`src/rtl/payload_buffer_pkg.sv`:
```
// Shared constants and state encoding for the payload ingress buffer.
// Geometry is derived from MAX_BYTES/WORD_BYTES so the store and counters stay consistent.
package payload_buffer_pkg;

  localparam int unsigned MAX_BYTES  = 64;
  localparam int unsigned WORD_BYTES = 8;
  localparam int unsigned NUM_WORDS  = MAX_BYTES / WORD_BYTES;
  localparam int unsigned WORD_W     = WORD_BYTES * 8;
  localparam int unsigned PTR_W      = $clog2(NUM_WORDS);
  localparam int unsigned LANE_W     = $clog2(WORD_BYTES);
  localparam int unsigned CNT_W      = $clog2(MAX_BYTES + 1);

  localparam logic [7:0] PAD_BYTE = 8'h00;

  typedef enum logic [2:0] {
    ST_IDLE,
    ST_FILL,
    ST_DISCARD,
    ST_PAD,
    ST_LAUNCH,
    ST_WAIT
  } state_t;

endpackage

```
`src/rtl/payload_buffer_if.sv`:
```
// Byte-stream ingress plus loader-side read/handshake bus of the payload buffer.
// slave = buffer view; master = upstream source and loader view.
interface payload_buffer_if;
  import payload_buffer_pkg::*;

  logic [7:0]        s_data;
  logic              s_valid;
  logic              s_last;
  logic              s_ready;
  logic [PTR_W-1:0]  mem_addr;
  logic              mem_rd_en;
  logic [WORD_W-1:0] data_out;
  logic              start;
  logic              loader_ready;

  modport slave (
    input  s_data, s_valid, s_last, mem_addr, mem_rd_en, loader_ready,
    output s_ready, data_out, start
  );

  modport master (
    output s_data, s_valid, s_last, mem_addr, mem_rd_en, loader_ready,
    input  s_ready, data_out, start
  );

endinterface

```
`src/rtl/payload_word_ram.sv`:
```
// 8 x 64-bit word store: one write port, one registered read port with enable.
// Array is not reset; only the read register is.
module payload_word_ram
  import payload_buffer_pkg::*;
(
  input  logic              clk,
  input  logic              rst,
  input  logic              wr_en,
  input  logic [PTR_W-1:0]  wr_addr,
  input  logic [WORD_W-1:0] wr_data,
  input  logic              rd_en,
  input  logic [PTR_W-1:0]  rd_addr,
  output logic [WORD_W-1:0] rd_data
);

  logic [WORD_W-1:0] mem [NUM_WORDS];

  always_ff @(posedge clk) begin
    if (wr_en) mem[wr_addr] <= wr_data;
  end

  // Same-edge write/read to one word returns the previous contents.
  always_ff @(posedge clk or negedge rst) begin
    if (!rst)       rd_data <= '0;
    else if (rd_en) rd_data <= mem[rd_addr];
  end

endmodule

```
`src/rtl/payload_buffer.sv`:
```
// Packet ingress buffer: packs bytes little-endian into 8 words, pads/truncates to
// 64 bytes, pulses start, then holds the store until a loader_ready rising edge.
module payload_buffer
  import payload_buffer_pkg::*;
(
  input  logic             clk,
  input  logic             rst,
  payload_buffer_if.slave  bus,
  output logic [CNT_W-1:0] byte_count,
  output logic             overflow
);

  state_t            state, state_nxt;
  logic [CNT_W-1:0]  cnt_nxt, base_cnt;
  logic              ovf_nxt;
  logic [PTR_W-1:0]  wptr, wptr_nxt, base_ptr;
  logic [WORD_W-1:0] acc, acc_nxt, word;
  logic [LANE_W-1:0] lane;
  logic              lr_q;
  logic              live;
  logic              accept;
  logic              wr_en;
  logic [PTR_W-1:0]  wr_addr;
  logic [WORD_W-1:0] wr_data;

  // live keeps s_ready low while reset is asserted even though state sits in IDLE.
  assign bus.s_ready = live && (state == ST_IDLE || state == ST_FILL || state == ST_DISCARD);
  assign bus.start   = (state == ST_LAUNCH);
  assign accept      = bus.s_valid && bus.s_ready;

  always_ff @(posedge clk or negedge rst) begin
    if (!rst) begin
      state      <= ST_IDLE;
      byte_count <= '0;
      overflow   <= 1'b0;
      wptr       <= '0;
      acc        <= '0;
      lr_q       <= 1'b0;
      live       <= 1'b0;
    end else begin
      state      <= state_nxt;
      byte_count <= cnt_nxt;
      overflow   <= ovf_nxt;
      wptr       <= wptr_nxt;
      acc        <= acc_nxt;
      lr_q       <= bus.loader_ready;
      live       <= 1'b1;
    end
  end

  always_comb begin
    state_nxt = state;
    cnt_nxt   = byte_count;
    ovf_nxt   = overflow;
    wptr_nxt  = wptr;
    acc_nxt   = acc;
    wr_en     = 1'b0;
    wr_addr   = wptr;
    wr_data   = acc;
    base_cnt  = (state == ST_IDLE) ? '0 : byte_count;
    base_ptr  = (state == ST_IDLE) ? '0 : wptr;
    lane      = base_cnt[LANE_W-1:0];
    word      = (lane == '0) ? {WORD_BYTES{PAD_BYTE}} : acc;
    word[{lane, 3'b000} +: 8] = bus.s_data;

    case (state)
      // IDLE shares the fill path with the count and pointer forced to zero.
      ST_IDLE, ST_FILL: begin
        if (accept) begin
          acc_nxt  = word;
          cnt_nxt  = base_cnt + CNT_W'(1);
          wr_addr  = base_ptr;
          wr_data  = word;
          wptr_nxt = base_ptr;
          if (lane == LANE_W'(WORD_BYTES - 1) || bus.s_last) begin
            wr_en    = 1'b1;
            wptr_nxt = base_ptr + PTR_W'(1);
          end
          ovf_nxt = 1'b0;
          if (bus.s_last) begin
            state_nxt = (base_ptr == PTR_W'(NUM_WORDS - 1)) ? ST_LAUNCH : ST_PAD;
          end else if (cnt_nxt == CNT_W'(MAX_BYTES)) begin
            state_nxt = ST_DISCARD;
            ovf_nxt   = 1'b1;
          end else begin
            state_nxt = ST_FILL;
          end
        end
      end
      ST_DISCARD: begin
        if (accept && bus.s_last) state_nxt = ST_LAUNCH;
      end
      ST_PAD: begin
        wr_en    = 1'b1;
        wr_addr  = wptr;
        wr_data  = {WORD_BYTES{PAD_BYTE}};
        wptr_nxt = wptr + PTR_W'(1);
        if (wptr == PTR_W'(NUM_WORDS - 1)) state_nxt = ST_LAUNCH;
      end
      ST_LAUNCH: state_nxt = ST_WAIT;
      ST_WAIT: begin
        if (bus.loader_ready && !lr_q) begin
          state_nxt = ST_IDLE;
          wptr_nxt  = '0;
        end
      end
      default: state_nxt = ST_IDLE;
    endcase
  end

  payload_word_ram u_ram (
    .clk     (clk),
    .rst     (rst),
    .wr_en   (wr_en),
    .wr_addr (wr_addr),
    .wr_data (wr_data),
    .rd_en   (bus.mem_rd_en),
    .rd_addr (bus.mem_addr),
    .rd_data (bus.data_out)
  );

endmodule
```
`src/flat_wrapper.sv`:
```
// flat-port wrapper written by rule: the top's interface ports become plain ports
module payload_buffer_flat import payload_buffer_pkg::*;
  (clk, rst, byte_count, overflow, bus_s_data, bus_s_valid, bus_s_last, bus_mem_addr, bus_mem_rd_en, bus_loader_ready, bus_s_ready, bus_data_out, bus_start);
  payload_buffer_if bus_i ();
  input  logic clk;
  input  logic rst;
  output logic [CNT_W-1:0] byte_count;
  output logic overflow;
  input wire logic [$bits(bus_i.s_data)-1:0] bus_s_data;
  input wire logic [$bits(bus_i.s_valid)-1:0] bus_s_valid;
  input wire logic [$bits(bus_i.s_last)-1:0] bus_s_last;
  input wire logic [$bits(bus_i.mem_addr)-1:0] bus_mem_addr;
  input wire logic [$bits(bus_i.mem_rd_en)-1:0] bus_mem_rd_en;
  input wire logic [$bits(bus_i.loader_ready)-1:0] bus_loader_ready;
  output wire logic [$bits(bus_i.s_ready)-1:0] bus_s_ready;
  output wire logic [$bits(bus_i.data_out)-1:0] bus_data_out;
  output wire logic [$bits(bus_i.start)-1:0] bus_start;
  assign bus_i.s_data = bus_s_data;
  assign bus_i.s_valid = bus_s_valid;
  assign bus_i.s_last = bus_s_last;
  assign bus_i.mem_addr = bus_mem_addr;
  assign bus_i.mem_rd_en = bus_mem_rd_en;
  assign bus_i.loader_ready = bus_loader_ready;
  assign bus_s_ready = bus_i.s_ready;
  assign bus_data_out = bus_i.data_out;
  assign bus_start = bus_i.start;
  payload_buffer u_core (.clk(clk), .rst(rst), .bus(bus_i), .byte_count(byte_count), .overflow(overflow));
endmodule
```
`config.mk`:
```
export PLATFORM = sky130hd
export DESIGN_NAME = payload_buffer_flat
export DESIGN_NICKNAME = d
export VERILOG_FILES = /design/src/rtl/payload_buffer_pkg.sv /design/src/rtl/payload_buffer_if.sv /design/src/rtl/payload_word_ram.sv /design/src/rtl/payload_buffer.sv /design/src/flat_wrapper.sv
export SDC_FILE = /design/constraint.sdc
export NUM_CORES = 1
export LEC_CHECK = 0
export BUFFER_PORTS_ARGS = -buffer_cell sky130_fd_sc_hd__buf_2
export CORE_MARGIN = 3
export CORE_UTILIZATION = 30
export DETAILED_ROUTE_END_ITERATION = 12
export PLACE_DENSITY = 0.53
export SETUP_SLACK_MARGIN = 0.15
export SLEW_MARGIN = 20
export SYNTH_ARGS = -nofsm -noshare
export SYNTH_HDL_FRONTEND = slang
export SYNTH_SLANG_ARGS = --single-unit
```
`constraint.sdc`:
```
create_clock -name clk -period 6.5 [get_ports clk]
set_clock_uncertainty 0.15 [all_clocks]
set_input_delay 0 -clock clk [delete_from_list [all_inputs] [get_ports clk]]
set_output_delay 0 -clock clk [all_outputs]
set_load 0.01 [all_outputs]
```
==> results.toml, run 1 <==
[power]
p_leak_nw = 10.6
vdd_drop_max_v = 0.000189
powerDensity_nw_per_um2 = 368

[critical_path]
r2r_end = "u_core.u_ram.mem[3][0]"
worstRegToRegCells = 10
worstSetupEndpointType = "flop"
rrSetupSlack_ns = 1.87
path_max_fanout = 51
rr_startpoint = "u_core.state[0]"
cp.required_ns = 6.60
worstSetupPathType = "reg2reg"
worstPathArrival_ns = 4.73
start_kind = "flop"

[final_layout]
diodes = 0
final_cell_mix = "edfxtp_1, dfrtp_1, mux4_2"
nFillCells = 7818
drive_above_1_share = 0.225
stdcell_area_um2 = 29900
final_nets = 1538
multi_input_area_um2 = 6380
syn_to_final_growth_pct = 16.7
area.sequential_um2 = 19000
final_common_cell = "edfxtp_1"
fin_util = 0.355

[min_path]
worstHoldPathCells = 5
min_to = "u_core.state[0]"
min_path_type = "in2reg"
min_from = "bus_loader_ready"

[sta]
maxSlewHeadroom = 0.284
period_needed_ns = 4.63
setup_tns_ns = 0
fmax_ghz = 0.216
slew_violations = 0
rsz0062_at_grt = "false"
finalCritPeriodShare = 0.713
holdWs_ns = 0.191
finalHoldViolations = 0
worstMarginPinSlew_ns = 1.07
setup_viol = 0

[drt]
drt_iter0_drc = 906
post_drt_wl_per_cell_um = 21.8
vias_per_cell = 4.88
num_vias = 13200
drc = 0
firstDrtPassIters = 5
antenna_left = 0
wl_um = 58700

[flow_run]
max_cap_viol_count = 0

[synthesis]
synth_top_flop_cell = "edfxtp_1"
yosys_warnings = 0
synth_area_um2 = 25600
synth_area_per_cell_um2 = 18.5
synth_edf_count = 512
syn_inst = 1389
synth-seq-cells = 656
syn-num-nets = 1417
synth_seq_area_share = 0.740
async_reset_ff_frac = 0.220
synth.distinct_cells = 55

[floorplanning]
die_h_um = 298
rows = 106
initial_core_util = 0.305
core_um2 = 84200
fp.dieArea_um2 = 89000
die_x_um = 298
io_pins = 91

[cts]
path_clk_slew_ns = 0.05
clkSinkCount = 656
cts-root-buf = "clkbuf_16"
cts.htree.levels = 3
clock_latency_ns = 0.61
numCtsBuffers = 70
max-clock-path-buffers = 3
cts_tree = "built"
cts_resized = 0

[placement]
port_buffers = 90
detailed_place_hpwl_um = 33400
place_area_um2 = 27400
place_congestion = 0.736

[grt]
grt_first_pass_wirelength_um = 88900
grt_max_degree = 82
grt_pass1_vias = 13800
track_usage = 0.132
grt_overflow = 0
antenna_found_initial = 1

[status]
outcome = "complete, no violations"
[synth_stat cells, types with 3 or more instances]
| master | n | area (um^2) |
|---|---|---|
| ha_1 | 11 | 138 |
| and4_1 | 4 | 35.0 |
| a21o_1 | 4 | 30.0 |
| nor2b_1 | 4 | 25.0 |
| nor2_1 | 82 | 308 |
| o31ai_1 | 4 | 30.0 |
| nand3_1 | 10 | 50.1 |
| a22oi_1 | 3 | 22.5 |
| o21ai_1 | 14 | 70.1 |
| a21oi_1 | 74 | 370 |
| buf_4 | 5 | 37.5 |
| inv_1 | 4 | 15.0 |
| nor4b_1 | 3 | 26.3 |
| nand2_1 | 73 | 274 |
| nand3b_1 | 3 | 22.5 |
| clkbuf_1 | 51 | 191 |
| a22o_1 | 107 | 937 |
| mux4_2 | 128 | 2880 |
| dfrtp_1 | 144 | 3600 |
| mux2i_1 | 64 | 641 |
| o21ai_0 | 15 | 75.1 |
| buf_2 | 16 | 80.1 |
| nor3_1 | 5 | 25.0 |
| or3_1 | 4 | 25.0 |
| and2_1 | 4 | 25.0 |
| buf_1 | 6 | 22.5 |
| edfxtp_1 | 512 | 15400 |
[flip-flops by register name, indices dropped and copies added, names as in the netlist]
signal / count
u_core.u_ram.mem: 512
u_core.acc: 64
u_core.u_ram.rd_data: 64
u_core.byte_count: 7
u_core.state: 3
u_core.wptr: 3
u_core.live: 1
u_core.lr_q: 1
u_core.overflow: 1
[layer usage]
metal  global-route usage  wire length [um]
met1                0.181             26200
met5                    0                 0
met3               0.0246              3080
met4               0.0377              1100
met2                0.215             28300
[kinds of logic (layout without fill, tap and decap cells)]
group | after synthesis | after routing | share of synthesized area
adders and majority gates | 11 | 11 | 0.00537
DFF | 656 | 656 | 0.740
buffers and inverters | 84 | 258 | 0.0141
AOI/OAI and AO/OA | 230 | 230 | 0.0626
xor gates and xnor gates | 1 | 1 | 0.000342
other | 1 | 1 | 0.000146
muxes | 194 | 194 | 0.138
and+or+nand+nor | 212 | 212 | 0.0392
[layout make-up]
type / instances / share of cell area
flip-flops and latches: 656 / 0.634
multi-input cells: 649 / 0.213
clock buffers: 98 / 0.0644
well taps: 1134 / 0.0474
repair buffers: 129 / 0.0308
clock inverters: 27 / 0.00958
inverters: 4 / 0.000502
[how the worst max path moves through the flow]
stage | from | endpoint | slack [ns] | cells past startpoint
4_1_cts | u_core.state[0] | u_core.u_ram.mem[7][0] | 1.71 | 10
3_3_place_gp | u_core.state[0] | u_core.u_ram.mem[7][5] | 1.97 | 10
2_1_floorplan | u_core.state[0] | u_core.u_ram.mem[1][0] | 1.42 | 11
5_1_grt | u_core.state[0] | u_core.u_ram.mem[3][0] | 1.51 | 10
3_5_place_dp | u_core.state[0] | u_core.u_ram.mem[7][5] | 1.75 | 10
6_report | u_core.state[0] | u_core.u_ram.mem[3][0] | 1.87 | 10
[metrics by stage]
step,instances,worst slack (ns),total power [mW]
2_1_floorplan,1389,1.42,6.59
3_3_place_gp,2551,1.97,7.18
3_5_place_dp,2551,1.75,7.24
4_1_cts,2695,1.71,11.1
5_1_grt,2697,1.51,11.5
6_report,2697,1.87,11.0
[timing repair]
| item | 4_1_cts | 5_1_grt |
|---|---|---|
| hold buffers | 19 | 0 |
| hold endpoints to repair | 189 | 0 |
| buffers inserted | 0 | 0 |
[report_power, final]
| group | switching (mW) | total, mW | internal (mW) |
|---|---|---|---|
| Combinational | 1.12 | 1.71 | 0.596 |
| Clock | 1.57 | 3.85 | 2.27 |
| Sequential | 0.213 | 5.45 | 5.24 |
[critical path: stages, from the launching register on]
cell and delay (ns):
dfrtp_1 0.63, or3_1 0.40, nand2_1 0.17, inv_1 0.23, ha_1 0.45, ha_1 0.25, nor2_1 0.10, o22ai_1 0.22
nand3_1 0.38, nor3_4 0.82, buf_12 0.42
No activity file was read; power rests on OpenSTA's default activity.
==> run 2: changes to the inputs <==
--- a/config.mk
+++ b/config.mk
@@ -9,7 +9,7 @@
 export CORE_MARGIN = 3
 export CORE_UTILIZATION = 30
 export DETAILED_ROUTE_END_ITERATION = 12
-export PLACE_DENSITY = 0.53
+export PLACE_DENSITY = 0.52
 export SETUP_SLACK_MARGIN = 0.15
 export SLEW_MARGIN = 20
 export SYNTH_ARGS = -nofsm -noshare
==> constraint.sdc (replaced) <==
create_clock -name clk -period 4.35 [get_ports clk]
set_clock_uncertainty 0.15 [all_clocks]
set_input_delay 0 -clock clk [delete_from_list [all_inputs] [get_ports clk]]
set_output_delay 0 -clock clk [all_outputs]
set_load 0.01 [all_outputs]
==> results.toml, run 2 (synthesis gave the netlist of run 1 again) <==
[status]
outcome = "finished with violations"
violations = "negative hold slack"

[floorplanning]
rows = 106
fp.dieArea_um2 = 89000
die_x_um = 298
core_um2 = 84200
die_h_um = 298
io_pins = 91
initial_core_util = 0.305

[sta]
slew_violations = 0
period_needed_ns = 3.58
holdWs_ns = -0.0143
setup_tns_ns = 0
setup_viol = 0
finalHoldViolations = 7
maxSlewHeadroom = 0.334
finalCritPeriodShare = 0.822
rsz0062_at_grt = "false"
fmax_ghz = 0.280
worstMarginPinSlew_ns = 0.999

[power]
swShare = 0.259
p_sw_mw = 4.41
intPower_mw = 12.6
p_seq_frac = 0.478
powerDensity_nw_per_um2 = 562
combPwrFrac = 0.153
p_leak_nw = 10.8
vdd_drop_max_v = 0.000286
power_frac_clock = 0.370

[final_layout]
largest-register = "u_core.u_ram.mem"
top_regs = "u_core.u_ram.mem: 512 flops, u_core.acc: 64 flops, u_core.u_ram.rd_data: 64 flops"
final_nets = 1556
nFillCells = 7810
area.sequential_um2 = 19000
syn_to_final_growth_pct = 18.4
final_common_cell = "edfxtp_1"
final_cell_mix = "edfxtp_1, dfrtp_1, mux4_2"
largest_reg_flops = 512
final_cells = 2721
stdcell_area_um2 = 30400
diodes = 0
multi_input_area_um2 = 6370
drive_above_1_share = 0.241

[drt]
num_vias = 13400
drt_iter0_drc = 1009
wl_um = 60100
post_drt_wl_per_cell_um = 22.1
antenna_left = 0
firstDrtPassIters = 5
vias_per_cell = 4.91
drc = 0

[grt]
grt_first_pass_wirelength_um = 90500
antenna_found_initial = 0
track_usage = 0.136
grt_max_degree = 88
grt_pass1_vias = 14000
grt_overflow = 0

[placement]
place_area_um2 = 27700
dp_cells = 2572
place_congestion = 0.734
detailed_place_hpwl_um = 34000
port_buffers = 90

[critical_path]
worstSetupEndpointType = "flop"
path_cells = "or3_1 -> nand2_1 -> inv_1 -> ha_1 -> ha_1 -> nor2_1 -> o22ai_1 -> nand3_1 -> nor2_4 -> buf_4"
cp.required_ns = 4.42
max_stage_delay_ns = 0.59
start_kind = "flop"
slowest_stage = "dfrtp_1"
crit_buf_inv = 2
worstSetupPathType = "reg2reg"
worstPathArrival_ns = 3.65
path_max_fanout = 27
cp_common_cell = "ha_1"
crit_family = "simple AND/OR/NAND/NOR gates"

[cts]
clkSinkCount = 656
max-clock-path-buffers = 3
cts_setup_buffers = 0
cts.htree.levels = 3
numCtsBuffers = 71
cts_resized = 0
cts-root-buf = "clkbuf_16"
clock_latency_ns = 0.60
cts_hold_buf = 17
cts_tree = "built"
path_clk_slew_ns = 0.06

[min_path]
min_path_type = "in2async"

[flow_run]
max_cap_viol_count = 0
run 2: final cells by class:
cell class,instances,share of cell area
clock buffer,101,0.0687
clock inverter,31,0.0134
inverter,4,0.000494
multi-input combinational,649,0.210
sequential,656,0.625
tap,1134,0.0467
timing repair buffer,146,0.0358
run 2: power by group through the flow:
stage | sequential, mW | combinational, mW | clock [mW]
floorplan | 8.24 | 1.60 | 0
global placement | 8.24 | 2.57 | 0
detailed placement | 8.27 | 2.63 | 0
CTS | 8.15 | 2.65 | 6.49
global route | 8.21 | 2.86 | 6.75
finish | 8.14 | 2.60 | 6.30
run 2: final timing paths:
path | start | to | slack [ns] | depth (start not counted)
worst max-delay path | u_core.state[2] | u_core.u_ram.mem[7][16] | 0.77 | 10
worst min-delay path | rst | u_core.u_ram.rd_data[16] | -0.01 | 2
worst max register to register | u_core.state[2] | u_core.u_ram.mem[7][16] | 0.77 | 10
worst min register to register | u_core.acc[63] | u_core.acc[63] | 0.33 | 2
max in group asynchronous | rst | u_core.u_ram.rd_data[48] | 3.01 | 3
min in group clk | bus_mem_addr[1] | u_core.u_ram.rd_data[48] | 0.19 | 4
run 2: through the flow:
stage	power (mW)	utilization	worst slack, ns
finish	17.0	0.361	0.773
global route	17.8	0.361	0.464
CTS	17.3	0.361	0.761
detailed placement	10.9	0.329	0.787
global placement	10.8	0.329	0.894
floorplan	9.84	-	-0.733
run 2: per-layer routing:
metal / vias to the layer above / track usage / share of wire
met5: - / 0 / 0
met4: 0 / 0.0413 / 0.021
met3: 78 / 0.0228 / 0.050
met2: 366 / 0.221 / 0.49
met1: 7031 / 0.187 / 0.44
li1: 5876 / - / -
